==> src/rtl/alu_defs.sv <==
// rtl/alu_defs.sv - ALU operation encoding shared by the ALU and its users.
package alu_defs;

    typedef enum logic [2:0] {
        ALU_ADD = 3'b000,
        ALU_SUB = 3'b001,
        ALU_AND = 3'b010,
        ALU_OR  = 3'b011,
        ALU_XOR = 3'b100,
        ALU_LT  = 3'b101,
        ALU_LSL = 3'b110,
        ALU_ASR = 3'b111
    } alu_op_t;

endpackage

==> src/rtl/calc_defs.sv <==
// rtl/calc_defs.sv - calculator command states, ALU width and op-select decode.
package calc_defs;
    import alu_defs::*;

    localparam int ALU_WIDTH = 32;

    typedef enum logic [1:0] {
        IDLE  = 2'd0,
        EXEC  = 2'd1,
        UNDO  = 2'd2,
        CLEAR = 2'd3
    } calc_state_t;

    // Button order is {btnl, btnc, btnr}.
    function automatic alu_op_t op_from_sel(input logic [2:0] sel);
        alu_op_t op;
        case (sel)
            3'b000:  op = ALU_ADD;
            3'b001:  op = ALU_SUB;
            3'b010:  op = ALU_AND;
            3'b011:  op = ALU_OR;
            3'b100:  op = ALU_XOR;
            3'b101:  op = ALU_LT;
            3'b110:  op = ALU_LSL;
            default: op = ALU_ASR;
        endcase
        return op;
    endfunction

endpackage

==> src/rtl/alu.sv <==
// rtl/alu.sv - combinational two's-complement ALU.
module alu
    import alu_defs::*;
#(
    parameter int BUS_WIDTH = 32
) (
    input  alu_op_t              op,
    input  logic [BUS_WIDTH-1:0] a,
    input  logic [BUS_WIDTH-1:0] b,
    output logic [BUS_WIDTH-1:0] y
);

    localparam int SHW = $clog2(BUS_WIDTH);

    logic [SHW-1:0] shamt;
    assign shamt = b[SHW-1:0];

    always_comb begin
        y = '0;
        case (op)
            ALU_ADD: y = a + b;
            ALU_SUB: y = a - b;
            ALU_AND: y = a & b;
            ALU_OR:  y = a | b;
            ALU_XOR: y = a ^ b;
            ALU_LT:  y = {{(BUS_WIDTH-1){1'b0}}, ($signed(a) < $signed(b))};
            ALU_LSL: y = a << shamt;
            ALU_ASR: y = $signed(a) >>> shamt;
            default: y = '0;
        endcase
    end

endmodule

==> src/rtl/btn_debounce.sv <==
// rtl/btn_debounce.sv - 2-FF synchroniser, counting debouncer and rising-edge one-shot.
module btn_debounce #(
    parameter int DEBOUNCE_CYCLES = 4
) (
    input  logic clk,
    input  logic rst_n,
    input  logic btn_raw,
    output logic level,
    output logic pulse
);

    localparam int CW = (DEBOUNCE_CYCLES > 1) ? $clog2(DEBOUNCE_CYCLES + 1) : 1;
    localparam logic [CW-1:0] CNT_LAST = CW'(DEBOUNCE_CYCLES - 1);

    logic          sync1_q, sync1_d;
    logic          sync2_q, sync2_d;
    logic [CW-1:0] cnt_q, cnt_d;
    logic          level_q, level_d;
    logic          prev_q, prev_d;

    // The level flips on the DEBOUNCE_CYCLES-th consecutive differing sample.
    always_comb begin
        sync1_d = btn_raw;
        sync2_d = sync1_q;
        cnt_d   = '0;
        level_d = level_q;
        prev_d  = level_q;
        if (sync2_q != level_q) begin
            if (cnt_q == CNT_LAST) begin
                level_d = sync2_q;
            end else begin
                cnt_d = cnt_q + 1'b1;
            end
        end
    end

    always_ff @(posedge clk or negedge rst_n) begin
        if (!rst_n) begin
            sync1_q <= 1'b0;
            sync2_q <= 1'b0;
            cnt_q   <= '0;
            level_q <= 1'b0;
            prev_q  <= 1'b0;
        end else begin
            sync1_q <= sync1_d;
            sync2_q <= sync2_d;
            cnt_q   <= cnt_d;
            level_q <= level_d;
            prev_q  <= prev_d;
        end
    end

    assign level = level_q;
    assign pulse = level_q & ~prev_q;

endmodule

==> src/rtl/calc_history.sv <==
// rtl/calc_history.sv - button-driven accumulator calculator with circular undo history.
module calc_history
    import alu_defs::*;
    import calc_defs::*;
#(
    parameter int DATA_WIDTH      = 16,
    parameter int DEPTH           = 8,
    parameter int DEBOUNCE_CYCLES = 4
) (
    input  logic                         clk,
    input  logic                         rst_n,
    input  logic                         btnc,
    input  logic                         btnl,
    input  logic                         btnr,
    input  logic                         btnd,
    input  logic                         btnu,
    input  logic [DATA_WIDTH-1:0]        sw,
    output logic [DATA_WIDTH-1:0]        led,
    output logic [$clog2(DEPTH+1)-1:0]   hist_count,
    output logic                         lost,
    output logic                         err,
    output logic                         acc_zero
);

    localparam int CW = $clog2(DEPTH + 1);
    localparam int AW = $clog2(DEPTH);
    localparam logic [CW-1:0] FULL = CW'(DEPTH);

    logic l_lvl, c_lvl, r_lvl, l_pls, c_pls, r_pls;
    logic d_pls, u_pls, d_lvl_unused, u_lvl_unused;

    btn_debounce #(.DEBOUNCE_CYCLES(DEBOUNCE_CYCLES)) u_db_l (
        .clk(clk), .rst_n(rst_n), .btn_raw(btnl), .level(l_lvl), .pulse(l_pls));
    btn_debounce #(.DEBOUNCE_CYCLES(DEBOUNCE_CYCLES)) u_db_c (
        .clk(clk), .rst_n(rst_n), .btn_raw(btnc), .level(c_lvl), .pulse(c_pls));
    btn_debounce #(.DEBOUNCE_CYCLES(DEBOUNCE_CYCLES)) u_db_r (
        .clk(clk), .rst_n(rst_n), .btn_raw(btnr), .level(r_lvl), .pulse(r_pls));
    btn_debounce #(.DEBOUNCE_CYCLES(DEBOUNCE_CYCLES)) u_db_d (
        .clk(clk), .rst_n(rst_n), .btn_raw(btnd), .level(d_lvl_unused), .pulse(d_pls));
    btn_debounce #(.DEBOUNCE_CYCLES(DEBOUNCE_CYCLES)) u_db_u (
        .clk(clk), .rst_n(rst_n), .btn_raw(btnu), .level(u_lvl_unused), .pulse(u_pls));

    // Op-select buttons are read as levels only.
    logic unused_sel_pulses;
    assign unused_sel_pulses = l_pls ^ c_pls ^ r_pls;

    calc_state_t           state_q, state_d;
    logic [2:0]            op_sel_q, op_sel_d;
    logic [DATA_WIDTH-1:0] acc_q, acc_d;
    logic [CW-1:0]         count_q, count_d;
    logic [AW-1:0]         top_q, top_d;
    logic                  lost_q, lost_d;
    logic                  err_q, err_d;
    logic                  hist_we;

    logic [DATA_WIDTH-1:0] hist_mem [DEPTH];
    logic [AW-1:0]         top_prev;
    assign top_prev = top_q - AW'(1);

    logic [ALU_WIDTH-1:0] alu_a, alu_b, alu_y;
    logic                 unused_alu_bits;
    assign alu_a = ALU_WIDTH'($signed(acc_q));
    assign alu_b = ALU_WIDTH'($signed(sw));
    assign unused_alu_bits = ^alu_y;

    alu #(.BUS_WIDTH(ALU_WIDTH)) u_alu (
        .op (op_from_sel(op_sel_q)),
        .a  (alu_a),
        .b  (alu_b),
        .y  (alu_y)
    );

    // A btnu pulse outranks a coincident btnd pulse; pulses outside IDLE are ignored.
    always_comb begin
        state_d  = IDLE;
        op_sel_d = op_sel_q;
        acc_d    = acc_q;
        count_d  = count_q;
        top_d    = top_q;
        lost_d   = lost_q;
        err_d    = 1'b0;
        hist_we  = 1'b0;
        case (state_q)
            IDLE: begin
                if (u_pls) begin
                    state_d = l_lvl ? UNDO : CLEAR;
                end else if (d_pls) begin
                    state_d  = EXEC;
                    op_sel_d = {l_lvl, c_lvl, r_lvl};
                end
            end
            EXEC: begin
                hist_we = 1'b1;
                acc_d   = alu_y[DATA_WIDTH-1:0];
                top_d   = top_q + AW'(1);
                if (count_q == FULL) begin
                    lost_d = 1'b1;
                end else begin
                    count_d = count_q + CW'(1);
                end
            end
            UNDO: begin
                if (count_q != '0) begin
                    acc_d   = hist_mem[top_prev];
                    top_d   = top_prev;
                    count_d = count_q - CW'(1);
                end else begin
                    err_d = 1'b1;
                end
            end
            CLEAR: begin
                acc_d   = '0;
                count_d = '0;
                lost_d  = 1'b0;
            end
            default: state_d = IDLE;
        endcase
    end

    always_ff @(posedge clk or negedge rst_n) begin
        if (!rst_n) begin
            state_q  <= IDLE;
            op_sel_q <= '0;
            acc_q    <= '0;
            count_q  <= '0;
            top_q    <= '0;
            lost_q   <= 1'b0;
            err_q    <= 1'b0;
        end else begin
            state_q  <= state_d;
            op_sel_q <= op_sel_d;
            acc_q    <= acc_d;
            count_q  <= count_d;
            top_q    <= top_d;
            lost_q   <= lost_d;
            err_q    <= err_d;
        end
    end

    // History storage is left unreset; count_q alone marks which entries are valid.
    always_ff @(posedge clk) begin
        if (hist_we) begin
            hist_mem[top_q] <= acc_q;
        end
    end

    assign led        = acc_q;
    assign hist_count = count_q;
    assign lost       = lost_q;
    assign err        = err_q;
    assign acc_zero   = (acc_q == '0);

endmodule
==> config.mk <==
export PLATFORM = sky130hd
export DESIGN_NAME = calc_history
export DESIGN_NICKNAME = d
export VERILOG_FILES = /design/src/rtl/alu_defs.sv /design/src/rtl/calc_defs.sv /design/src/rtl/alu.sv /design/src/rtl/btn_debounce.sv /design/src/rtl/calc_history.sv
export SDC_FILE = /design/constraint.sdc
export NUM_CORES = 1
export LEC_CHECK = 0
export CAP_MARGIN = 20
export CELL_PAD_IN_SITES_DETAIL_PLACEMENT = 2
export CELL_PAD_IN_SITES_GLOBAL_PLACEMENT = 2
export CORE_MARGIN = 4
export CORE_UTILIZATION = 40
export DETAILED_ROUTE_END_ITERATION = 8
export PLACE_DENSITY = 0.78
export SLEW_MARGIN = 20
export SYNTH_ARGS = -nofsm -noshare
export SYNTH_HDL_FRONTEND = slang
export SYNTH_SLANG_ARGS = --single-unit
==> constraint.sdc <==
create_clock -name clk -period 6.28 [get_ports clk]
set_input_delay 0.942 -clock clk [delete_from_list [all_inputs] [get_ports clk]]
set_output_delay 0.942 -clock clk [all_outputs]
set_load 0.01 [all_outputs]
* Yosys cells after proc, flatten, opt, wreduce, memory -nomap -nowiden
Memory sizes are Yosys's and may differ from the RTL's.
Cells that the tools add are included.
** Word-level totals
- Latch bits :: 0
- Word-level logic and storage cells :: 130
- Memory bits (read-only) :: 0
- Memories :: 1
- Register bits :: 62
- RAM bits :: 128
** Memories
- hist_mem :: depth 8, bits a word 16, read ports 1, clocked after Yosys merged registers in 0, wr ports 1, line calc_history.sv:56 : logic [DATA_WIDTH-1:0] hist_mem [DEPTH];
** Operators by class
- Bitwise gates (word level) :: 8
- Equal/unequal tests :: 30
- Multiplexer cells :: 30
- Add/subtract/negate cells :: 11
- Shift operators :: 2
- Reduce and logical (&&, ||, !) cells :: 18
- Order comparisons :: 1
- Multipliers :: 0
- Div/mod/pow operators :: 0
** Operators by type and width (number)
- $pmux 16 s8 :: 1
- $pmux 16 s3 :: 1
- $mux 3 :: 11
- $shl 32x5->16 :: 1
- $eq 3x2->1 const B :: 9
- $eq 3x3->1 const B :: 7
- $pmux 3 s7 :: 1
- $add 3x1->3 const B :: 6
- $add 16x16->16 :: 1
- $and 16x16->16 :: 1
- $logic_not 16->1 :: 1
- $lt 16x16->1 :: 1
- $mux 16 :: 1
- $or 16x16->16 :: 1
- $reduce_and 2->1 :: 8
- $sshr 16x5->16 :: 1
- $sub 16x16->16 :: 1
- $xor 16x16->16 :: 1
- $pmux 4 s3 :: 1
- $mux 1 :: 8
- $mux 4 :: 2
- $eq 3x1->1 const B :: 2
- $logic_not 3->1 :: 2
- $ne 2x2->1 const B :: 3
- 17 further kinds :: 28

* Depth between registers and ports, before layout
- Depth in word-level cells :: 5
- Mapped depth :: 13
- Mapped depth without buffers :: 10

* Modules after synthesis
A second synthesis with hierarchy kept.
** Second synthesis, totals
- Cell total of the unflattened synthesis :: 1691
- Area, all modules :: 15680.0 um^2
** By module, submodules not included
- alu :: cells an instance 1264, sequential area each 0.0 um^2, area an instance 8144.1 um^2, times used 1
- calc_history :: cells an instance 352, sequential area each 4594.4 um^2, area an instance 6272.3 um^2, times used 1
- btn_debounce :: cells an instance 15, sequential area each 175.2 um^2, area an instance 252.7 um^2, times used 5

* Worst setup path after synthesis
No wires, ideal clock.
- Path kind :: input -> register
- Start point :: input port sw[2]
- End point :: register acc_q[12] (netlist: led[12])
- Cell stages on the path :: 11
- Data arrival time :: 3.117 ns
- Slack :: 3.032 ns
- Setup time :: 0.132 ns
- Path through :: inv_1 -> buf_1 -> ha_1 -> buf_2 -> nor2_1 -> o221ai_1 -> a21boi_1 -> and2_1 -> o22a_1 -> o32ai_1 -> or3b_1
** On the way
- Longest elaborated chain between the ends :: 3
- Elaborated cells on any way between the ends :: 6
- Those cells by class :: add/sub (2); shift (2); mux (2)
** Ends and longest elaborated chain
- from (decl) :: line calc_history.sv:17 : input logic [DATA_WIDTH-1:0] sw,
- $sub 16x16->16, or another cell as far along :: line alu.sv:22 : ALU_SUB: y = a - b;
- $pmux 16 s8 * :: line alu.sv:20 : case (op)
- $pmux 16 s3 * :: line calc_history.sv:83 : case (state_q)
- to (signal assigned) :: line calc_history.sv:124 : acc_q <= '0;
- to (signal assigned) :: line calc_history.sv:132 : acc_q <= acc_d;
- to (decl) :: line calc_history.sv:49 : logic [DATA_WIDTH-1:0] acc_q, acc_d;
Every way passes the cells marked *; elsewhere a longest branch is shown, timed or not.
A chain may end at the register's enable or synchronous reset.

* Worst setup path in the final report
- Start point :: input port sw[1]
- End point :: register acc_q[11] (netlist: led[11])
Same word-level chain as after synthesis.

==> impl_results.md <==
- HP Class: reg2reg
- Hold Crit Depth: 0
- Multi-input logic area: roughly 0.0054 mm²
- Cells along the critical path: buf_2 -> clkinv_1 -> ha_1 -> a211oi_1 -> o21ai_0 -> a31oi_1 -> o32ai_1 -> xor2_1 -> and3_1 -> a2bb2oi_1
- Slew headroom: 0.286
- CTS root buffer: clkbuf_16
- Vias per inst: 6.43
- Largest cells by area after synthesis: edfxtp_1, dfrtp_1, mux4_2, ha_1, a21oi_1
- Critical path required time: between 6 and 7 ns
- Post-route minimum period: roughly 4.4 ns
- Largest net degree at the start of global routing: 63
- Placed cell areas: approximately 0.012 mm²
- Antenna cells: 0
- Critical path class: in2reg
- Global-route wire length before repair: 62500 µm
- Grt total ovfl: 0
- Final ANT Viol Nets: 0
- Die boundary width: ~180 µm
- FFs w/ async S/R, synth: 0.326
- Count leader, synth: edfxtp_1
- Sink Count: 190
- DRT iter0 DRCs: approximately 850
- Max Root-Sink Buffers: 2
- Yosys cell types: between 70 and 80
- Worst r2r src: top_q[1]$_DFFE_PN0P_
- Outcome: finished clean
- Final hold violations: 0
- Die ar.: around 0.03 mm²
- CP arrival: between 4 and 5 ns
- #FFs+latches synth: between 150 and 200
- CP startpoint: sw[1]
- Die height: around 180 µm
- Hold_buf cts: 0
- EDFF count, synth: roughly 130
- Hold Path Origin: u_db_u.sync1_q$_DFF_PN0_
- CTS tree: yes
- Setup Skew: around 0.018 ns
- Nets: between 1000 and 1500
- WL/cell: ~30 µm
- PortBufs: 45
- Maximum level of the CTS H-tree: 4
- Final Max Slew Viols: 0
- Max incr delay on CP: roughly 0.73 ns
- Crit path buffers/inverters: 2
- Post-DP HPWL: 27900 µm
- Worst VDD drop: 0.224 mV
- Num CTS Buffers: 17
- Crit. path cell count: 10
- Via count: roughly 8900
- Vias in the first global route: ~9600
- Worst-skew pair later-pin latency: between 0.4 and 0.5 ns
- Reg2reg setup slack: roughly 2.5 ns
- RSZ-0062 raised after global routing: false
- Post-Syn Area: 0.0112 mm²
- Starting density of the core: 0.405
- Sequential area share after synthesis: 0.481
- Total global-route track usage: 0.270
- Drt total wl: 41100 µm
- FF-to-FF End: led[14]$_DFFE_PN0P_
- Slowest-stage cell, CP: buf_2
- Synth top area share: 0.342
- CTS clk-pin slew, worst paths: 0.09 ns
- Crit path max-delay family: compound AO/OA/AOI/OAI gates
- Peak Freq: ~230 MHz
- Post-CTS resize count: 0
- Layout fillers: approximately 2800
- Drt pass-1 iters: 5
- Core Area: roughly 0.028 mm²
- Finished Cell Area: roughly 0.013 mm²
- Ratio of cells with drive above 1 in the final layout: 0.141
- Final GP Congestion: ~0.94
- Post-Syn Instances: between 900 and 1000
- Worst slew pin tran: 1.07 ns
- Area delta synth->final: 13.5%
- Ports: 46
- Most common library cells after synthesis: edfxtp_1, nor2_1, a21oi_1, dfrtp_1, ha_1
- PD cells: around 550 mW/mm²
- DRC errors left: 0
- Final setup fails: 0
- Fin Setup TNS: 0 ns
- Row count: between 60 and 70
- Syn Nets: between 1000 and 1500
- FF/Latch Area: 0.00540 mm²
- Post-route clock period utilization: 0.694
- Yosys top cell by area: edfxtp_1
- Initial antenna violation count: 0
- Setup bufs post-CTS: 0
- Hold Path Sink: u_db_u.sync2_q$_DFF_PN0_
- Synth Flop Type: edfxtp_1
- R2R cell count: 8
- Synth warn: 0
- Lkg Pwr: between 0.004 and 0.005 µW
- Critical path capture point type: flip-flop
- Largest fanout on the critical path: 39
- Crit start category: primary input
- Post-synthesis average cell area: 11.6 µm²
- Max Cap Violations: 0
==> sequential cells by signal, indices dropped and copies added (netlist names), 2 cells and up <==
signal        cells
op_sel_q          3
led              16
u_db_r.cnt_q      3
hist_count        4
u_db_c.cnt_q      3
top_q             3
state_q           2
hist_mem        128
u_db_l.cnt_q      3
u_db_d.cnt_q      3
u_db_u.cnt_q      3
==> layer usage <==
layer,vias to the layer above,global-route usage,routed length (µm)
li1,3762,-,-
met1,4670,0.363,17300
met2,368,0.433,19500
met3,86,0.0510,2550
met4,0,0.112,1710
met5,-,0,0
==> placed cells by master, fill, tap and decap left out, types with 7 or more instances in the layout <==
| cell | n |
|---|---|
| o221ai_1 | 8 |
| nor2_1 | 66 |
| nor3b_1 | 9 |
| nand3_1 | 14 |
| nor4_1 | 19 |
| clkdlybuf4s50_1 | 42 |
| o21ai_0 | 43 |
| ha_1 | 58 |
| buf_4 | 28 |
| mux2_2 | 12 |
| nor2b_1 | 14 |
| a21o_1 | 8 |
| a21oi_1 | 62 |
| inv_1 | 51 |
| edfxtp_1 | 128 |
| clkbuf_16 | 17 |
| a22o_1 | 8 |
| nor3_1 | 21 |
| a22oi_1 | 15 |
| a31oi_1 | 14 |
| mux4_2 | 49 |
| a211oi_1 | 8 |
| o22ai_1 | 22 |
| a221oi_1 | 7 |
| mux2i_1 | 21 |
| nand2_1 | 54 |
| xnor2_1 | 12 |
| dfrtp_1 | 61 |
==> worst max path at each step <==
| stage | end | slack, ns |
|---|---|---|
| 2_1_floorplan | led[12]$_DFFE_PN0P_ | 3.03 |
| 3_3_place_gp | led[11]$_DFFE_PN0P_ | 1.88 |
| 3_5_place_dp | led[11]$_DFFE_PN0P_ | 1.61 |
| 4_1_cts | led[11]$_DFFE_PN0P_ | 2.03 |
| 5_1_grt | led[13]$_DFFE_PN0P_ | 1.77 |
| 6_report | led[11]$_DFFE_PN0P_ | 1.92 |
==> through the flow <==
step | utilization | setup WS [ns] | instances | power, µW | hold WS, ns
after global placement | 0.436 | 1.88 | 1351 | 5500 | 0.333
after detailed placement | 0.436 | 1.61 | 1351 | 5660 | 0.341
final | 0.460 | 1.92 | 1383 | 6950 | 0.360
after floorplan | - | 3.03 | 964 | 4250 | 0.331
after CTS | 0.460 | 2.03 | 1383 | 6910 | 0.364
after global routing | 0.460 | 1.77 | 1383 | 7310 | 0.371
==> worst reg2reg max path: stages (launching register included) <==
cell and delay [ns]:
dfrtp_1 0.58, inv_1 0.16, ha_1 1.02, buf_4 0.36
mux4_2 0.33, a22o_1 0.30, or4_1 0.52, a211oi_1 0.25
a31oi_1 0.13
==> cell type report <==
class,instances,share of cell area
clock buffers,17,0.0334
clock inverters,15,0.0177
inverters,53,0.0156
multi-input cells,657,0.422
flip-flops and latches,190,0.424
well taps,378,0.0371
repair buffers,73,0.0507
==> cell families (layout without fill, tap and decap cells) <==
| logic type | after synthesis | after routing | synth area share |
|---|---|---|---|
| xor+xnor | 18 | 18 | 0.0140 |
| buf+inv | 117 | 158 | 0.0444 |
| mux | 84 | 84 | 0.134 |
| compound gates | 253 | 253 | 0.150 |
| simple gates | 241 | 241 | 0.107 |
| fa+ha+maj | 61 | 61 | 0.0700 |
| flops | 190 | 190 | 0.481 |
==> where the power goes <==
group / internal, µW / switching [µW]
combinational: 1390 / 2290
sequential: 1690 / 352
clock: 570 / 652
total: 3650 / 3290
Note: power is estimated with default switching activity, not from simulation.
==> variant 1 (same settings) <==
Change the parameter `DEPTH` from 8 to 32.
--- a/src/rtl/calc_history.sv
+++ b/src/rtl/calc_history.sv
@@ -4,7 +4,7 @@
     import calc_defs::*;
 #(
     parameter int DATA_WIDTH      = 16,
-    parameter int DEPTH           = 8,
+    parameter int DEPTH           = 32,
     parameter int DEBOUNCE_CYCLES = 4
 ) (
     input  logic                         clk,
Interface: changed (resized hist_count); port bits go from 46 to 48. No check against the original RTL was run, so the function may have changed too.
==> variant 1 against the unedited design <==
  * Sequential cell count increased by 388
  * Wire length increased by 110%
  * Power increased by 140%
  * Count of clock-buffer cells in the layout grew 57
  * Clock power grew to 3.1 times the old value
  * Final cell count increased by 85%
  * Design area is 140% higher
  * Maximum frequency fell by 5.3%
  * Synthesized area up 130%
  * Setup slack worse by 250 ps
  * Sequential share of layout area is 14 points higher
  * Combinational power up 100%
  * Sequential power increased to 2.6 times the old value
  * Largest cell class unchanged
  * Largest power group unchanged
  * Highest routed layer unchanged
==> variant 1: results (changes against the unedited design) <==
stage,metric,value,unit,change
status,result of the run,"finished, final reports clean",,unchanged
worst_setup_path,"Max stage delay cell, worst path",sky130_fd_sc_hd__ha_1,,was sky130_fd_sc_hd__buf_2
yosys,"share of synthesized cell area in full adder, half adder and majority cells",3.22,%,was 7.00%
drt,amount of wire on met2 after detailed routing,43500,um,"was 19,500 um"
worst_hold_path,hold worst-path end,u_db_r.sync2_q,,was u_db_u.sync2_q
yosys,number of distinct library cells after synthesis,79,,was 74
clocking,H-tree levels,2,,was 4
clocking,number of buffers inserted during clock tree synthesis,61,,was 17
worst_hold_path,Hold Startpoint,u_db_r.sync1_q,,was u_db_u.sync1_q
worst_setup_path,Worst Path Max Fanout,38,,was 39
yosys,main area contributors after synthesis,"sky130_fd_sc_hd__edfxtp_1 58%, sky130_fd_sc_hd__mux4_2 15%, sky130_fd_sc_hd__dfrtp_1 6.3%",,"was sky130_fd_sc_hd__edfxtp_1 34%, sky130_fd_sc_hd__dfrtp_1 14%, sky130_fd_sc_hd__mux4_2 9.8%"
finish,Filler Cell Count,5908,,"was 2,819"
power,leakage dissipation,10.0,nW,was 4.71 nW
placement,placement-stage worst setup slack,1150,ps,was 1610 ps
placement,routability congestion estimate from global placement,0.892,,was 0.939
finish,final standard cell count with taps included and fillers excluded,2553,,"was 1,383"
global_route,met1 Track Usage GR,32.5,%,was 36.3%
finish,max reg flops,512,,was 128
power,Peak supply drop,0.303,mV,was 0.224 mV
drt,number of DRC markers in iteration 0,1726,,was 853
timing,worst slew pin tran,1050,ps,was 1070 ps
finish,fraction of final layout cells with drive strength greater than 1,22.7,%,was 14.1%
placement,Detail Placement HPWL,54900,um,"was 27,900 um"
yosys,number of synthesized flops with an enable pin,512,,was 128
worst_setup_path,"reg-to-reg slack, setup",1990,ps,was 2490 ps
placement,number of buffers inserted by port buffering,47,,was 45
timing,skew final,45.9,ps,was 17.6 ps
placement,total cell area at the placement stage,27900,um^2,"was 12,100 um^2"
global_route,number of global-route vias before repair,16909,,"was 9,602"
## variant 1: final cells by class
type	count	area, um^2	area share, %
Sequential cell	578	17000	56.7
Tap cell	855	1070	3.56
Inverter	59	221	0.737
Antenna cell	2	5.00	0.0167
Clock buffer	74	1600	5.31
Clock inverter	41	457	1.52
Multi-Input combinational cell	841	8740	29.1
Timing Repair Buffer	103	916	3.05
## variant 1: worst max-delay path by stage
stage / from / endpoint
2_1_floorplan: sw[2] / led[15]
3_3_place_gp: sw[2] / led[10]
3_5_place_dp: sw[2] / led[15]
4_1_cts: sw[2] / led[10]
5_1_grt: sw[2] / led[15]
6_report: sw[2] / led[15]
## variant 1: power breakdown
group / total, mW / switching [mW] / internal [mW]
clock network: 3.73 / 1.56 / 2.18
registers: 5.32 / 0.380 / 4.94
logic: 7.50 / 4.53 / 2.97
## variant 1: critical path: cells and delay by family
family                     cells  cell delay (ps)
AOI/OAI and AO/OA              6             1810
adders and majority gates      1              710
buffers and inverters          3             1460
xor gates and xnor gates       1              160
==> variant 2 (same flow settings) <==
Made on the original files. The 4 states of `calc_state_t` get a one-hot encoding in 4 bits.
--- a/src/rtl/calc_defs.sv
+++ b/src/rtl/calc_defs.sv
@@ -4,11 +4,11 @@
 
     localparam int ALU_WIDTH = 32;
 
-    typedef enum logic [1:0] {
-        IDLE  = 2'd0,
-        EXEC  = 2'd1,
-        UNDO  = 2'd2,
-        CLEAR = 2'd3
+    typedef enum logic [3:0] {
+        IDLE  = 4'b0001,
+        EXEC  = 4'b0010,
+        UNDO  = 4'b0100,
+        CLEAR = 4'b1000
     } calc_state_t;
 
     // Button order is {btnl, btnc, btnr}.
Behaviour: same outputs for any inputs over 10 cycles, from zero or initial values and one cycle with rst_n low; not proved beyond that.
==> variant 2 against the unedited design <==
  * Synthesized area decreased by 0.48%
  * Sequential cell count increased by 2
  * Register-to-register slack got worse by 280 ps
  * Design area decreased by 0.82%
  * Core utilization increased by 0.51 points
  * Wire length decreased by 4.2%
  * Setup slack improved by 6.0 ps
  * First-iteration DRC count decreased by 17%
  * Via count decreased by 4.6%
  * Power decreased by 15%
  * Combinational power decreased by 22%
  * Critical endpoint is now led[14]
==> variant 2: results (changes against the unedited design) <==
stage,metric,value,unit,change
finish,fraction of final layout cells with drive strength greater than 1,15.4,%,was 14.1%
power,Peak supply drop,0.189,mV,was 0.224 mV
global_route,antenna violations before repair,1,,was 0
global_route,met2 global-route usage,42.7,%,was 43.3%
global_route,wire length of the first global-routing pass,60200,um,"was 62,500 um"
worst_setup_path,endpoint of the worst register-to-register path,led[12],,was led[14]
yosys,nets in the synthesized netlist,1021,,"was 1,048"
finish,Filler Cell Count,2775,,"was 2,819"
power,leakage dissipation,4.72,nW,was 4.71 nW
yosys,complex-gate fraction of the synthesized area,14.2,%,was 15.0%
global_route,combined global-route utilization of all metal layers,25.9,%,was 27.0%
finish,total number of nets in the final design,1052,,"was 1,076"
placement,routability congestion estimate from global placement,0.920,,was 0.939
drt,post-detailed-routing wire length,39400,um,"was 41,100 um"
yosys,main area contributors after synthesis,"sky130_fd_sc_hd__edfxtp_1 34%, sky130_fd_sc_hd__dfrtp_1 14%, sky130_fd_sc_hd__mux4_2 9.9%",,"was sky130_fd_sc_hd__edfxtp_1 34%, sky130_fd_sc_hd__dfrtp_1 14%, sky130_fd_sc_hd__mux4_2 9.8%"
status,result of the run,"finished, final reports clean",,unchanged
clocking,clock latency at the later pin of the worst-skew pair,430,ps,was 450 ps
yosys,sequential cell area fraction in the yosys report,48.8,%,was 48.1%
worst_setup_path,start of the worst register-to-register path,top_q[0],,was top_q[1]
yosys,xor and xnor fraction of the mapped netlist area,1.49,%,was 1.40%
yosys,number of distinct library cells after synthesis,78,,was 74
finish,fraction of area in multi-input gates,41.3,%,was 42.2%
global_route,met1 Track Usage GR,35.1,%,was 36.3%
drt,Met1 Routed Length,16700,um,"was 17,300 um"
global_route,pin count of the biggest net entering global routing,65,,was 63
worst_setup_path,critical path data arrival time,4660,ps,was 4680 ps
drt,number of DRC markers in iteration 0,707,,was 853
finish,multi-input gate count,623,,was 657
finish,buffering overhead,5.39,%,was 5.07%
yosys,top cell types by occurrence after synthesis,"128 x sky130_fd_sc_hd__edfxtp_1, 63 x sky130_fd_sc_hd__dfrtp_1, 63 x sky130_fd_sc_hd__nor2_1",,"was 128 x sky130_fd_sc_hd__edfxtp_1, 66 x sky130_fd_sc_hd__nor2_1, 62 x sky130_fd_sc_hd__a21oi_1, 62 x sky130_fd_sc_hd__dfrtp_1, 58 x sky130_fd_sc_hd__ha_1"
finish,clock network area share,4.74,%,was 5.11%
clocking,total number of clock tree sinks,192,,was 190
finish,register cell area after layout,5450,um^2,was 5400 um^2
==> variant 2: stage by stage <==
| stage | instances | utilization (%) | hold slack (ps) | power (mW) | area (um^2) |
|---|---|---|---|---|---|
| 2_1_floorplan | 937 | - | 331 | 3.65 | 11200 |
| 3_3_place_gp | 1321 | 44.3 | 332 | 4.60 | 12000 |
| 3_5_place_dp | 1321 | 44.3 | 340 | 4.73 | 12000 |
| 4_1_cts | 1353 | 46.5 | 358 | 5.92 | 12600 |
| 5_1_grt | 1353 | 46.5 | 365 | 6.24 | 12600 |
| 6_report | 1353 | 46.5 | 353 | 5.91 | 12600 |
==> variant 2: power groups by stage <==
stage	clock, mW	combinational (mW)	sequential, mW
after floorplan	0	1.82	1.83
after global placement	0	2.71	1.89
after detailed placement	0	2.81	1.92
after CTS	1.17	2.85	1.90
after global routing	1.23	3.10	1.92
final	1.14	2.87	1.90
==> variant 2: worst max path at each step <==
stage / from / to / slack [ps] / depth (start not counted)
finish: sw[2] / led[14] / 1930 / 12
global route: sw[2] / led[14] / 1760 / 12
CTS: sw[2] / led[14] / 1990 / 12
detailed placement: sw[2] / led[14] / 1600 / 12
global placement: sw[2] / led[14] / 1760 / 12
floorplan: sw[2] / led[14] / 2630 / 12
==> variant 2: worst max-delay path: stages <==
cell and delay [ps]:
sky130_fd_sc_hd__clkdlybuf4s50_1 460, sky130_fd_sc_hd__buf_4 310, sky130_fd_sc_hd__inv_2 260, sky130_fd_sc_hd__ha_1 490
sky130_fd_sc_hd__nor2b_1 180, sky130_fd_sc_hd__o21a_1 180, sky130_fd_sc_hd__o21a_1 190, sky130_fd_sc_hd__o41ai_1 500
sky130_fd_sc_hd__o31ai_1 210, sky130_fd_sc_hd__a31oi_1 240, sky130_fd_sc_hd__mux2_2 350, sky130_fd_sc_hd__o41ai_1 340
